$ cat config.mk
export PLATFORM = sky130hd
export DESIGN_NAME = booth_mul_arbiter_flat
export DESIGN_NICKNAME = d
export VERILOG_FILES = /design/src/rtl/booth_mul_arbiter_if.sv /design/src/rtl/booth_mul_arbiter.sv /design/src/flat_wrapper.sv
export SDC_FILE = /design/constraint.sdc
export NUM_CORES = 1
export LEC_CHECK = 0
export ABC_CLOCK_PERIOD_IN_PS = 2000
export BUFFER_PORTS_ARGS = -buffer_cell sky130_fd_sc_hd__buf_2
export CAP_MARGIN = 20
export CORE_UTILIZATION = 40
export DETAILED_ROUTE_END_ITERATION = 16
export PLACE_DENSITY_LB_ADDON = 0.1
export SLEW_MARGIN = 20
export SYNTH_ARGS = -nofsm -noshare
export SYNTH_HDL_FRONTEND = slang
export SYNTH_SLANG_ARGS = --single-unit
$ cat constraint.sdc
create_clock -name clk -period 2 [get_ports clk]
set_clock_uncertainty 0.2 [all_clocks]
set_input_delay 0.3 -clock clk [delete_from_list [all_inputs] [get_ports clk]]
set_output_delay 0.3 -clock clk [all_outputs]
set_load 0.05 [all_outputs]
$ cat src/rtl/booth_mul_arbiter_if.sv
// Request/multiplier/response bundle between the Booth multiplier arbiter and its neighbours.
// The arbiter uses the slave modport. Clients, the multiplier and the response consumer use master.
interface booth_mul_arbiter_if #(
  parameter int W = 8
);
  logic                  req0_valid;
  logic                  req0_ready;
  logic signed [W-1:0]   req0_a;
  logic signed [W-1:0]   req0_b;
  logic                  req1_valid;
  logic                  req1_ready;
  logic signed [W-1:0]   req1_a;
  logic signed [W-1:0]   req1_b;
  logic                  mul_load;
  logic signed [W-1:0]   mul_a;
  logic signed [W-1:0]   mul_b;
  logic signed [2*W-1:0] mul_prod;
  logic                  rsp_valid;
  logic                  rsp_ready;
  logic signed [2*W-1:0] rsp_prod;
  logic                  rsp_id;
  logic                  busy;

  modport slave (
    input  req0_valid, req0_a, req0_b,
    input  req1_valid, req1_a, req1_b,
    input  mul_prod, rsp_ready,
    output req0_ready, req1_ready,
    output mul_load, mul_a, mul_b,
    output rsp_valid, rsp_prod, rsp_id, busy
  );

  modport master (
    output req0_valid, req0_a, req0_b,
    output req1_valid, req1_a, req1_b,
    output mul_prod, rsp_ready,
    input  req0_ready, req1_ready,
    input  mul_load, mul_a, mul_b,
    input  rsp_valid, rsp_prod, rsp_id, busy
  );
endinterface

$ cat src/rtl/booth_mul_arbiter.sv
// Two-port arbiter and sequencer for one shared serial Booth multiplier with a fixed latency.
// Define BOOTH_ARB_RR_EN for round-robin arbitration. Without it, requester 0 wins every tie.
module booth_mul_arbiter #(
  parameter int W       = 8,
  parameter int MUL_LAT = 4
) (
  input  logic                clk,
  input  logic                rst,
  booth_mul_arbiter_if.slave  bus
);

  localparam int CNT_W = $clog2(MUL_LAT + 1);
  localparam logic [CNT_W-1:0] CNT_LOAD = CNT_W'(MUL_LAT - 1);

  typedef enum logic [1:0] {
    S_IDLE,
    S_LOAD,
    S_WAIT,
    S_DONE
  } state_t;

  state_t                state_q;
  state_t                state_d;
  logic [CNT_W-1:0]      cnt_q;
  logic                  grant;
  logic                  accept;
  logic                  idle_ok;
  logic                  mul_load_c;
  logic                  rsp_valid_c;
  logic                  busy_c;
  logic                  capture;

  logic signed [W-1:0]   a_p0;
  logic signed [W-1:0]   b_p0;
  logic                  id_p0;
  logic signed [2*W-1:0] prod_p1;
  logic                  id_p1;

`ifdef BOOTH_ARB_RR_EN
  logic                  ptr_q;

  always_comb begin
    grant = bus.req1_valid;
    if (bus.req0_valid && bus.req1_valid)
      grant = ptr_q;
  end

  // The pointer moves to the requester that lost, so it wins the next tie.
  always_ff @(posedge clk or posedge rst) begin
    if (rst)
      ptr_q <= 1'b0;
    else if (accept)
      ptr_q <= ~grant;
  end
`else
  always_comb begin
    grant = bus.req1_valid && !bus.req0_valid;
  end
`endif

  // The ready lines are gated by rst, so nothing is accepted while reset is held.
  assign idle_ok        = (state_q == S_IDLE) && !rst;
  assign bus.req0_ready = idle_ok && bus.req0_valid && !grant;
  assign bus.req1_ready = idle_ok && bus.req1_valid && grant;
  assign accept         = bus.req0_ready || bus.req1_ready;
  assign capture        = (state_q == S_WAIT) && (cnt_q == '0);

  always_ff @(posedge clk or posedge rst) begin
    if (rst)
      state_q <= S_IDLE;
    else
      state_q <= state_d;
  end

  always_comb begin
    state_d     = state_q;
    mul_load_c  = 1'b0;
    rsp_valid_c = 1'b0;
    busy_c      = 1'b1;
    unique case (state_q)
      S_IDLE: begin
        busy_c = 1'b0;
        if (accept)
          state_d = S_LOAD;
      end
      S_LOAD: begin
        mul_load_c = 1'b1;
        state_d    = S_WAIT;
      end
      S_WAIT: begin
        if (cnt_q == '0)
          state_d = S_DONE;
      end
      S_DONE: begin
        rsp_valid_c = 1'b1;
        if (bus.rsp_ready)
          state_d = S_IDLE;
      end
      default: state_d = S_IDLE;
    endcase
  end

  always_ff @(posedge clk or posedge rst) begin
    if (rst)
      cnt_q <= '0;
    else if (state_q == S_LOAD)
      cnt_q <= CNT_LOAD;
    else if ((state_q == S_WAIT) && (cnt_q != '0))
      cnt_q <= cnt_q - CNT_W'(1);
  end

  // Stage p0: the operands and owner are latched at accept.
  always_ff @(posedge clk or posedge rst) begin
    if (rst) begin
      a_p0  <= '0;
      b_p0  <= '0;
      id_p0 <= 1'b0;
    end else if (accept) begin
      a_p0  <= grant ? bus.req1_a : bus.req0_a;
      b_p0  <= grant ? bus.req1_b : bus.req0_b;
      id_p0 <= grant;
    end
  end

  // Stage p1: the product is captured on the edge where the multiplier's result is valid.
  always_ff @(posedge clk or posedge rst) begin
    if (rst) begin
      prod_p1 <= '0;
      id_p1   <= 1'b0;
    end else if (capture) begin
      prod_p1 <= bus.mul_prod;
      id_p1   <= id_p0;
    end
  end

  assign bus.mul_load  = mul_load_c;
  assign bus.mul_a     = a_p0;
  assign bus.mul_b     = b_p0;
  assign bus.rsp_valid = rsp_valid_c;
  assign bus.rsp_prod  = prod_p1;
  assign bus.rsp_id    = id_p1;
  assign bus.busy      = busy_c;

endmodule

$ cat src/flat_wrapper.sv
// flat-port wrapper written by rule: the top's interface ports become plain ports
module booth_mul_arbiter_flat 
#(
  parameter int W       = 8,
  parameter int MUL_LAT = 4
)
  (clk, rst, bus_req0_valid, bus_req0_a, bus_req0_b, bus_req1_valid, bus_req1_a, bus_req1_b, bus_mul_prod, bus_rsp_ready, bus_req0_ready, bus_req1_ready, bus_mul_load, bus_mul_a, bus_mul_b, bus_rsp_valid, bus_rsp_prod, bus_rsp_id, bus_busy);
  booth_mul_arbiter_if #(.W(W)) bus_i ();
  input  logic clk;
  input  logic rst;
  input wire logic [$bits(bus_i.req0_valid)-1:0] bus_req0_valid;
  input wire logic [$bits(bus_i.req0_a)-1:0] bus_req0_a;
  input wire logic [$bits(bus_i.req0_b)-1:0] bus_req0_b;
  input wire logic [$bits(bus_i.req1_valid)-1:0] bus_req1_valid;
  input wire logic [$bits(bus_i.req1_a)-1:0] bus_req1_a;
  input wire logic [$bits(bus_i.req1_b)-1:0] bus_req1_b;
  input wire logic [$bits(bus_i.mul_prod)-1:0] bus_mul_prod;
  input wire logic [$bits(bus_i.rsp_ready)-1:0] bus_rsp_ready;
  output wire logic [$bits(bus_i.req0_ready)-1:0] bus_req0_ready;
  output wire logic [$bits(bus_i.req1_ready)-1:0] bus_req1_ready;
  output wire logic [$bits(bus_i.mul_load)-1:0] bus_mul_load;
  output wire logic [$bits(bus_i.mul_a)-1:0] bus_mul_a;
  output wire logic [$bits(bus_i.mul_b)-1:0] bus_mul_b;
  output wire logic [$bits(bus_i.rsp_valid)-1:0] bus_rsp_valid;
  output wire logic [$bits(bus_i.rsp_prod)-1:0] bus_rsp_prod;
  output wire logic [$bits(bus_i.rsp_id)-1:0] bus_rsp_id;
  output wire logic [$bits(bus_i.busy)-1:0] bus_busy;
  assign bus_i.req0_valid = bus_req0_valid;
  assign bus_i.req0_a = bus_req0_a;
  assign bus_i.req0_b = bus_req0_b;
  assign bus_i.req1_valid = bus_req1_valid;
  assign bus_i.req1_a = bus_req1_a;
  assign bus_i.req1_b = bus_req1_b;
  assign bus_i.mul_prod = bus_mul_prod;
  assign bus_i.rsp_ready = bus_rsp_ready;
  assign bus_req0_ready = bus_i.req0_ready;
  assign bus_req1_ready = bus_i.req1_ready;
  assign bus_mul_load = bus_i.mul_load;
  assign bus_mul_a = bus_i.mul_a;
  assign bus_mul_b = bus_i.mul_b;
  assign bus_rsp_valid = bus_i.rsp_valid;
  assign bus_rsp_prod = bus_i.rsp_prod;
  assign bus_rsp_id = bus_i.rsp_id;
  assign bus_busy = bus_i.busy;
  booth_mul_arbiter #(.W(W), .MUL_LAT(MUL_LAT)) u_core (.clk(clk), .rst(rst), .bus(bus_i));
endmodule
==> metrics, run 1 <==
ratio of final minimum period to clock period=0.974; Crit path max-delay family=flip-flops; Residual DRC=0; number of buffers added on ports=90; Crit Path Max Fanout=4; status=completed; Crit. End Element=output port; unrepaired setup endpoints after global routing=false; CP required=1500 ps; CTS clock-pin slew for the worst setup and hold paths=70 ps; drt wl/cell=13.2 um; first-pass GRT wire length=5660 um; gr usage total=0.170; Initial DRT Pass Iterations=4; fillers=356; adder-cell share of the synthesized area=0.0500; max-slew violations=0; CP peak stage delay=400 ps; post-synthesis mux area share=0.213; vias in the first global route=1258; setup TNS=0 ps; DIE AREA=approximately 4600 sq um; Slew @ Worst Pin=298 ps; Cell variety after synth=23; final WL=approximately 3900 um; relative slew slack=0.801; Final Hold Vio Count=0; clk buf depth=2; via count=between 1k and 1.5k; via/cell ratio=4.76; Syn Inst Count=145; Site Rows=23; die height=around 68 um; initial DRC count=63; share of cells above drive strength 1=0.528; CTS root buf=clkbuf_8; setup violators final=0; total congestion overflow=0; r2r setup slk=80 ps; Clock Sinks=39; CP Cell Sequence=inv_2, ha_4, and2b_2, and2_4, buf_8; dpl ws=-26.8 ps; XOR/XNOR share of the synthesized area=0.00500; Compound-Gate Fraction of Synth Area=0.0693; DIE WIDTH=68.2 um; maxcap violations=0; GP Congestion=a little over 0.7; Synthesis Warnings=0; Post-Syn Nets=205; fin crit period=1950 ps; Worst-Skew Late Latency=280 ps; Pwr per Cell Area=1800 nW/um^2; Final WS setup=52.4 ps; final HPWL from detailed placement=2900 um; Layout area overhead=39.4%; WP data arrival=1450 ps; Initial Util=0.428; fmax=0.513 GHz; diode count=0; critical path type=flip-flop to output port; largest family of logic cells by synthesized area=multiplexers; I/O Pins=91; mean post-synth cell area=12.1 sq um; Worst Setup Start Kind=flip-flop; pin count of the biggest net entering global routing=33; number of nets in the layout=between 300 and 400; cts bufs inserted=5; core area=between 4000 and 5000 sq um; Seq/Total Area, Yosys=0.558; Buf/Inv on CP=2; Crit-path slowest cell=dfrtp_1; antenna violations before repair=0; Leakage=0.00135 uW; Post-DRT Antenna Nets=0; # H-tree levels=2; Yosys reg bits=39; Simple-Gate Fraction of Synth Area=0.0701; Synth Cell Area=between 1500 and 2000 sq um; CTS tree=done; Hold WC Path Type=primary input to flip-flop; worst vdd ir=820 uV
[layout by cell type (no fill, tap or decap), drive strengths merged, types with 6 or more instances in the layout]
master  instances
buf            98
clkbuf          6
dfrtp          39
ha              7
inv             8
mux2           18
mux2i          17
nand2          18
o21ai          18
[layer usage]
metal / wire [um] / up-vias / track usage / share of wire
met2: 1910 / 57 / 0.284 / 0.49
li1: - / 691 / - / -
met5: 0 / - / 0 / 0
met1: 1650 / 650 / 0.200 / 0.42
met4: 76 / 0 / 0.0833 / 0.020
met3: 259 / 10 / 0.0467 / 0.066
[layout make-up]
class / instances / area [sq um] / area share
flip-flops and latches: 39 / 976 / 0.400
multi-input cells: 92 / 741 / 0.304
repair buffers: 99 / 546 / 0.224
clock buffers: 6 / 72.6 / 0.0297
well taps: 50 / 62.6 / 0.0256
inverters: 8 / 30.0 / 0.0123
clock inverters: 2 / 12.5 / 0.00513
[synthesized netlist by cell type (all sizes together)]
| cell type | n | area share |
|---|---|---|
| clkbuf | 3 | 0.0064 |
| and2 | 1 | 0.0036 |
| inv | 8 | 0.017 |
| buf | 3 | 0.011 |
| nand2b | 3 | 0.011 |
| nand2 | 18 | 0.039 |
| a211oi | 1 | 0.0043 |
| mux2i | 17 | 0.097 |
| ha | 7 | 0.050 |
| nor2 | 3 | 0.0064 |
| xnor2 | 1 | 0.0050 |
| a21oi | 1 | 0.0029 |
| nor3 | 1 | 0.0029 |
| a221oi | 1 | 0.0086 |
| dfrtp | 39 | 0.56 |
| and2b | 1 | 0.0043 |
| nor2b | 1 | 0.0036 |
| o21ai | 18 | 0.054 |
| mux2 | 18 | 0.12 |
[sequential cells by signal, summed over array words and instances, names as in the netlist]
| signal | count |
|---|---|
| u_core.cnt_q | 3 |
| u_core.id_p0 | 1 |
| u_core.state_q | 2 |
| u_core.bus.rsp_id | 1 |
| u_core.bus.rsp_prod | 16 |
| u_core.bus.mul_a | 8 |
| u_core.bus.mul_b | 8 |
[final timing paths]
check | from | to | cells past startpoint
max | u_core.state_q[0] | bus_req0_ready | 5
min | bus_mul_prod[9] | u_core.bus.rsp_prod[9] | 2
max reg2reg | u_core.state_q[0] | u_core.state_q[1] | 6
min reg2reg | u_core.bus.mul_b[2] | u_core.bus.mul_b[2] | 2
max in group asynchronous | rst | u_core.bus.rsp_prod[3] | 4
min in group asynchronous | rst | u_core.id_p0 | 4
[logic make-up (layout without fill, tap and decap cells)]
group	Yosys count	count (layout)
DFF	39	39
xor gates and xnor gates	1	1
muxes	35	35
adders and majority gates	7	7
buffers and inverters	14	115
AOI/OAI and AO/OA	21	21
and+or+nand+nor	28	28
[where the power goes]
| part | internal [uW] | total, uW | leakage, uW | switching, uW |
|---|---|---|---|---|
| clock | 244 | 516 | 0.0000412 | 272 |
| combinational | 709 | 2540 | 0.000837 | 1830 |
| sequential | 1170 | 1350 | 0.000469 | 180 |
| total | 2120 | 4400 | 0.00135 | 2280 |
[timing repair]
| item | 4_1_cts | 5_1_grt |
|---|---|---|
| hold buffers | 1 | 0 |
| resized for setup | 7 | 3 |
| setup buffers | 2 | 0 |
| hold endpoints to repair | 39 | 0 |
| endpoints found under the setup margin | 3 | 2 |
[through the flow]
step / utilization / power (uW) / std cells / hold slack (ps) / instance area [sq um]
floorplan: - / 3240 / 145 / 247 / 1760
global placement: 0.563 / 3760 / 285 / 199 / 2300
detailed placement: 0.563 / 3840 / 285 / 206 / 2300
CTS: 0.593 / 4410 / 296 / 34.1 / 2420
global route: 0.597 / 4670 / 296 / 40.6 / 2440
finish: 0.597 / 4400 / 296 / 42.0 / 2440
(Power assumes the default switching activity.)
==> run 2, diff against run 1 <==
--- a/config.mk
+++ b/config.mk
@@ -10,7 +10,7 @@
 export CAP_MARGIN = 20
 export CORE_UTILIZATION = 40
 export DETAILED_ROUTE_END_ITERATION = 16
-export PLACE_DENSITY_LB_ADDON = 0.1
+export PLACE_DENSITY = 0.75
 export SLEW_MARGIN = 20
 export SYNTH_ARGS = -nofsm -noshare
 export SYNTH_HDL_FRONTEND = slang
==> metrics, run 2 (synthesized netlist as in run 1, its figures left out) <==
relative slew slack=0.810 (+0.00843); Reg area=976 sq um (unchanged); GP Congestion=0.680 (-5.9%); diode count=0 (unchanged); Post-DRT Antenna Nets=0 (unchanged); commonest cells after routing, fill and taps aside=buf_2, dfrtp_1, nand2_1; clk buf depth=2 (unchanged); Crit Path Max Fanout=4 (unchanged); Slew @ Worst Pin=286 ps (-12.6 ps); Final WS setup=99.9 ps (+47.6 ps); CP required=1500 ps (about the same); drt wl/cell=12.2 um (-7.5%); DIE AREA=4640 sq um (unchanged); initial DRC count=61 (-3.2%); Leakage=0.00135 uW (+0.44%); number of nets in the layout=306 (+0.33%); via/cell ratio=4.62 (-2.9%); CTS clock-pin slew for the worst setup and hold paths=70 ps (about the same); Site Rows=23 (unchanged); Layout area overhead=39.5%; # H-tree levels=2 (unchanged); final HPWL from detailed placement=2830 um (-2.7%); reg2reg path depth=6 (unchanged); DIE WIDTH=68.2 um (unchanged); WHS Path Cells=2 (unchanged); Clock Sinks=39 (unchanged); Worst Setup Start Kind=flip-flop; commonest non-fill, non-tap cell in the layout=buf_2; setup violators final=0 (unchanged); Worst-Skew Late Latency=280 ps (about the same); final WL=3620 um (-7.2%); cts bufs inserted=5 (unchanged); pin count of the biggest net entering global routing=33 (unchanged); fin crit period=1900 ps (-47.6 ps); CTS tree=done; unrepaired setup endpoints after global routing=false; Placed Instance Area=2310 sq um (+0.33%); max reg flops=16 (unchanged); I/O Pins=91 (unchanged); Hold WC Path Type=primary input to flip-flop; area of the multi-input gates=739 sq um (-0.17%); gr usage total=0.170 (+0.000197); die height=68.2 um (unchanged); number of buffers added on ports=90 (unchanged); critical path type=flip-flop to output port; antenna violations before repair=0 (unchanged); first-pass GRT wire length=5660 um (unchanged); ratio of final minimum period to clock period=0.950 (-0.0238); vias in the first global route=1279 (+1.7%); share of cells above drive strength 1=0.522 (-0.00619); Pwr per Cell Area=1780 nW/um^2 (-1.2%); status=completed; CTS root buf=clkbuf_8; Final Hold Vio Count=0 (unchanged); setup TNS=0 ps (unchanged); fmax=0.526 GHz (+2.5%); Residual DRC=0 (unchanged); placed cell count=286 (+0.35%); Finished Cell Area=2440 sq um (+0.10%); fillers=367 (+3.1%); worst vdd ir=940 uV (+15%); core area=4090 sq um (unchanged); maxcap violations=0 (unchanged); via count=1372 (-2.6%); total congestion overflow=0 (unchanged); WP data arrival=1400 ps (-50 ps); dpl ws=1.17 ps (+28.0 ps); Initial DRT Pass Iterations=4 (unchanged); fin cells=297 (+0.34%); Crit. End Element=output port; max-slew violations=0 (unchanged); Initial Util=0.428 (unchanged)
-- run 2: cell types whose count changed in the layout (fill, tap and decap cells not counted), sizes merged --
cell,delta
buf,+1
clkbuf,+1
clkinvlp,-1
-- run 2: layout make-up --
type / count / area share
Clock inverter: 1 / 0.00205
Timing Repair Buffer: 100 / 0.226
Inverter: 8 / 0.0123
Clock buffer: 7 / 0.0313
Sequential cell: 39 / 0.400
Multi-Input combinational cell: 92 / 0.303
Tap cell: 50 / 0.0256
-- run 2: path summary, 6_finish.rpt --
kind	startpoint	to	slack [ps]
setup / recovery	u_core.state_q[0]	bus_req0_ready	100
hold / removal	bus_mul_prod[4]	u_core.bus.rsp_prod[4]	50
setup reg to reg	u_core.state_q[0]	u_core.state_q[1]	130
hold reg to reg	u_core.bus.mul_b[2]	u_core.bus.mul_b[2]	270
max in group asynchronous	rst	u_core.cnt_q[0]	920
min in group asynchronous	rst	u_core.bus.mul_b[3]	450
-- run 2: metrics by stage --
step	hold slack, ps	power [uW]	util
global route	28.6	4660	0.598
finish	47.1	4360	0.598
CTS	34.8	4380	0.593
global placement	192	3780	0.565
floorplan	247	3240	-
detailed placement	189	3830	0.565
-- run 2: routing by layer --
| layer | share of wire | vias to the layer above | global-route usage |
|---|---|---|---|
| li1 | - | 689 | - |
| met1 | 0.38 | 650 | 0.186 |
| met2 | 0.57 | 29 | 0.305 |
| met3 | 0.043 | 4 | 0.0550 |
| met4 | 0.011 | 0 | 0.0625 |
| met5 | 0 | - | 0 |
-- run 2: where the power goes --
group | internal (uW) | leakage (uW) | total, uW | switching, uW
Clock | 244 | 0.0000422 | 493 | 248
Combinational | 707 | 0.000841 | 2530 | 1820
Sequential | 1170 | 0.000469 | 1340 | 172
Total | 2120 | 0.00135 | 4360 | 2240
-- run 2: repair_timing --
| action | in CTS | in global routing |
|---|---|---|
| hold buffers | 1 | 0 |
| endpoints found under the setup margin | 3 | 2 |
| buffers inserted | 2 | 0 |
| resized for setup | 5 | 5 |
| hold endpoints to repair | 39 | 0 |
-- run 2: worst max-delay path: stages, from the launching register on --
cell and delay [ps]:
dfrtp_1 390, inv_2 110, ha_4 150, and2b_1 160, and2_4 170, buf_8 140
==> run 3, diff against run 2 <==
--- a/config.mk
+++ b/config.mk
@@ -5,7 +5,7 @@
 export SDC_FILE = /design/constraint.sdc
 export NUM_CORES = 1
 export LEC_CHECK = 0
-export ABC_CLOCK_PERIOD_IN_PS = 2000
+export ABC_CLOCK_PERIOD_IN_PS = 1690
 export BUFFER_PORTS_ARGS = -buffer_cell sky130_fd_sc_hd__buf_2
 export CAP_MARGIN = 20
 export CORE_UTILIZATION = 40
==> constraint.sdc (replaced) <==
create_clock -name clk -period 1.69 [get_ports clk]
set_clock_uncertainty 0.2 [all_clocks]
set_input_delay 0.2535 -clock clk [delete_from_list [all_inputs] [get_ports clk]]
set_output_delay 0.2535 -clock clk [all_outputs]
set_load 0.05 [all_outputs]
==> metrics, run 3 (synthesized netlist as in run 1, its figures left out) <==
fmax=0.513 GHz; Worst Setup Start Kind=flip-flop; CP peak stage delay=370 ps (-20 ps); Final Hold Vio Count=0 (unchanged); Worst-Skew Late Latency=290 ps (about the same); Finished Cell Area=2940 sq um (+20%); share of cells above drive strength 1=0.556 (+0.0341); critical path type=flip-flop to output port; Layout area overhead=68.0%; number of nets in the layout=334 (+9.2%); CTS root buf=clkbuf_8; Slew @ Worst Pin=297 ps (+11.2 ps); max reg flops=16 (unchanged); cts bufs inserted=5 (unchanged); I/O Pins=91 (unchanged); dpl ws=-82.1 ps (-83.3 ps); Initial Util=0.428 (unchanged); CTS clock-pin slew for the worst setup and hold paths=70 ps (about the same); r2r setup slk=-210 ps (-340 ps); worst vdd ir=1190 uV (+27%); hold path start=bus_mul_prod[6]; CP required=1240 ps (-260 ps); CP Cell Sequence=inv_2, ha_4, and2b_2, buf_6, and2_4, buf_8; ratio of final minimum period to clock period=1.15; reg2reg path depth=7 (+1); via/cell ratio=4.90 (+6.2%); status=finished, violations left; diode count=0 (unchanged); DIE WIDTH=68.2 um (unchanged); Initial DRT Pass Iterations=4 (unchanged); Leakage=0.00163 uW (+20%); unrepaired setup endpoints after global routing=true; setup TNS=-1570 ps (-1570 ps); final WL=5050 um (+40%); gr usage total=0.205 (+0.0341); clk buf depth=2 (unchanged); GP Congestion=0.776 (+14%); core area=4090 sq um (unchanged); Crit path max-delay family=flip-flops; Placed Instance Area=2380 sq um (+3.1%); max-slew violations=0 (unchanged); fillers=284 (-23%); antenna violations before repair=0 (unchanged); Final WS setup=-260 ps (-360 ps); CTS tree=done; WHS Path Cells=2 (unchanged); Pwr per Cell Area=2050 nW/um^2 (+15%); Post-DRT Antenna Nets=0 (unchanged); Hold WC Path Type=primary input to flip-flop; total congestion overflow=0 (unchanged); Overall Power=6040 uW (+39%); final HPWL from detailed placement=3020 um (+6.8%); WP data arrival=1500 ps (+100 ps); drt wl/cell=15.5 um (+28%); failing checks=negative setup slack; maxcap violations=0 (unchanged); via count=1594 (+16%); launching point of the worst reg2reg path=u_core.state_q[1]; fin crit period=between 1500 and 2000 ps; relative slew slack=0.802 (-0.00746); DIE AREA=4640 sq um (unchanged); vias in the first global route=1489 (+16%); # H-tree levels=2 (unchanged); setup violators final=23 (+23); Residual DRC=0 (unchanged); Crit. End Element=output port; die height=68.2 um (unchanged); commonest cells after routing, fill and taps aside=buf_2, dfrtp_1, mux2_4; Hold EP=u_core.bus.rsp_prod[6]; R2R Path End=u_core.state_q[0]; pin count of the biggest net entering global routing=33 (unchanged); Crit Path Max Fanout=2 (-2); commonest non-fill, non-tap cell in the layout=buf_2; initial DRC count=90 (+48%); Crit-path slowest cell=dfrtp_1; Buf/Inv on CP=3 (+1); first-pass GRT wire length=6800 um (+20%); number of buffers added on ports=90 (unchanged); Site Rows=23 (unchanged); Clock Sinks=39 (unchanged)
## run 3: changes by cell type in the layout (fill, tap and decap cells not counted), moves of 2 or more
cell	before	now
buf_2	88	85
buf_4	9	14
buf_6	0	5
buf_8	1	4
clkbuf_16	0	2
dlygate4sd3_1	1	16
ha_1	6	1
ha_4	1	5
mux2_2	17	0
mux2_4	0	18
o21ai_0	16	13
o21ai_1	1	4
## run 3: final cells by class
class                   instances  area (sq um)  area share
flip-flops and latches         39           976       0.332
repair buffers                128           897       0.305
multi-input cells              92           892       0.303
clock buffers                   7          76.3      0.0259
well taps                      50          62.6      0.0213
inverters                       8          32.5      0.0111
clock inverters                 1          5.00     0.00170
## run 3: what timing repair did
action,4_1_cts,5_1_grt
pin swaps,2,4
setup buffers,2,5
cloned,0,2
hold buffers,14,2
endpoints found under the setup margin,7,43
endpoints found under the hold margin,52,2
gates resized for setup,24,34
## run 3: worst reg2reg max path: cells and delay by family, from the launching register on
family                   cells  cell delay [ps]
multiplexers                 1              200
adder cells (fa/ha/maj)      1              170
buffers and inverters        4              550
flip-flops                   1              400
AO/OA/AOI/OAI                1              310
## run 3: worst max path at each step
| stage | startpoint | end | slack, ps | cells after the start |
|---|---|---|---|---|
| 3_5_place_dp | u_core.state_q[0] | u_core.state_q[1] | -80 | 6 |
| 2_1_floorplan | u_core.state_q[0] | bus_req1_ready | -150 | 4 |
| 3_3_place_gp | u_core.state_q[0] | u_core.state_q[1] | -40 | 6 |
| 5_1_grt | u_core.state_q[1] | bus_req0_ready | -290 | 6 |
| 4_1_cts | u_core.state_q[0] | bus_req0_ready | -220 | 6 |
| 6_report | u_core.state_q[1] | bus_req0_ready | -260 | 6 |
## run 3: metal layers
layer,GRT usage,up-vias,wire (um)
met3,0.0500,13,188
met1,0.242,784,1980
met2,0.346,46,2760
li1,-,751,-
met4,0.0964,0,125
met5,0,-,0
## run 3: where the power goes
| part | internal [uW] | switching (uW) |
|---|---|---|
| logic | 1400 | 2420 |
| clock network | 289 | 314 |
| registers | 1380 | 234 |
## run 3: metrics by stage
| step | utilization | instances | hold WS, ps |
|---|---|---|---|
| 2_1_floorplan | - | 145 | 200 |
| 3_3_place_gp | 0.583 | 293 | 144 |
| 3_5_place_dp | 0.583 | 293 | 143 |
| 4_1_cts | 0.665 | 317 | 0.491 |
| 5_1_grt | 0.720 | 325 | 4.03 |
| 6_report | 0.720 | 325 | 2.96 |
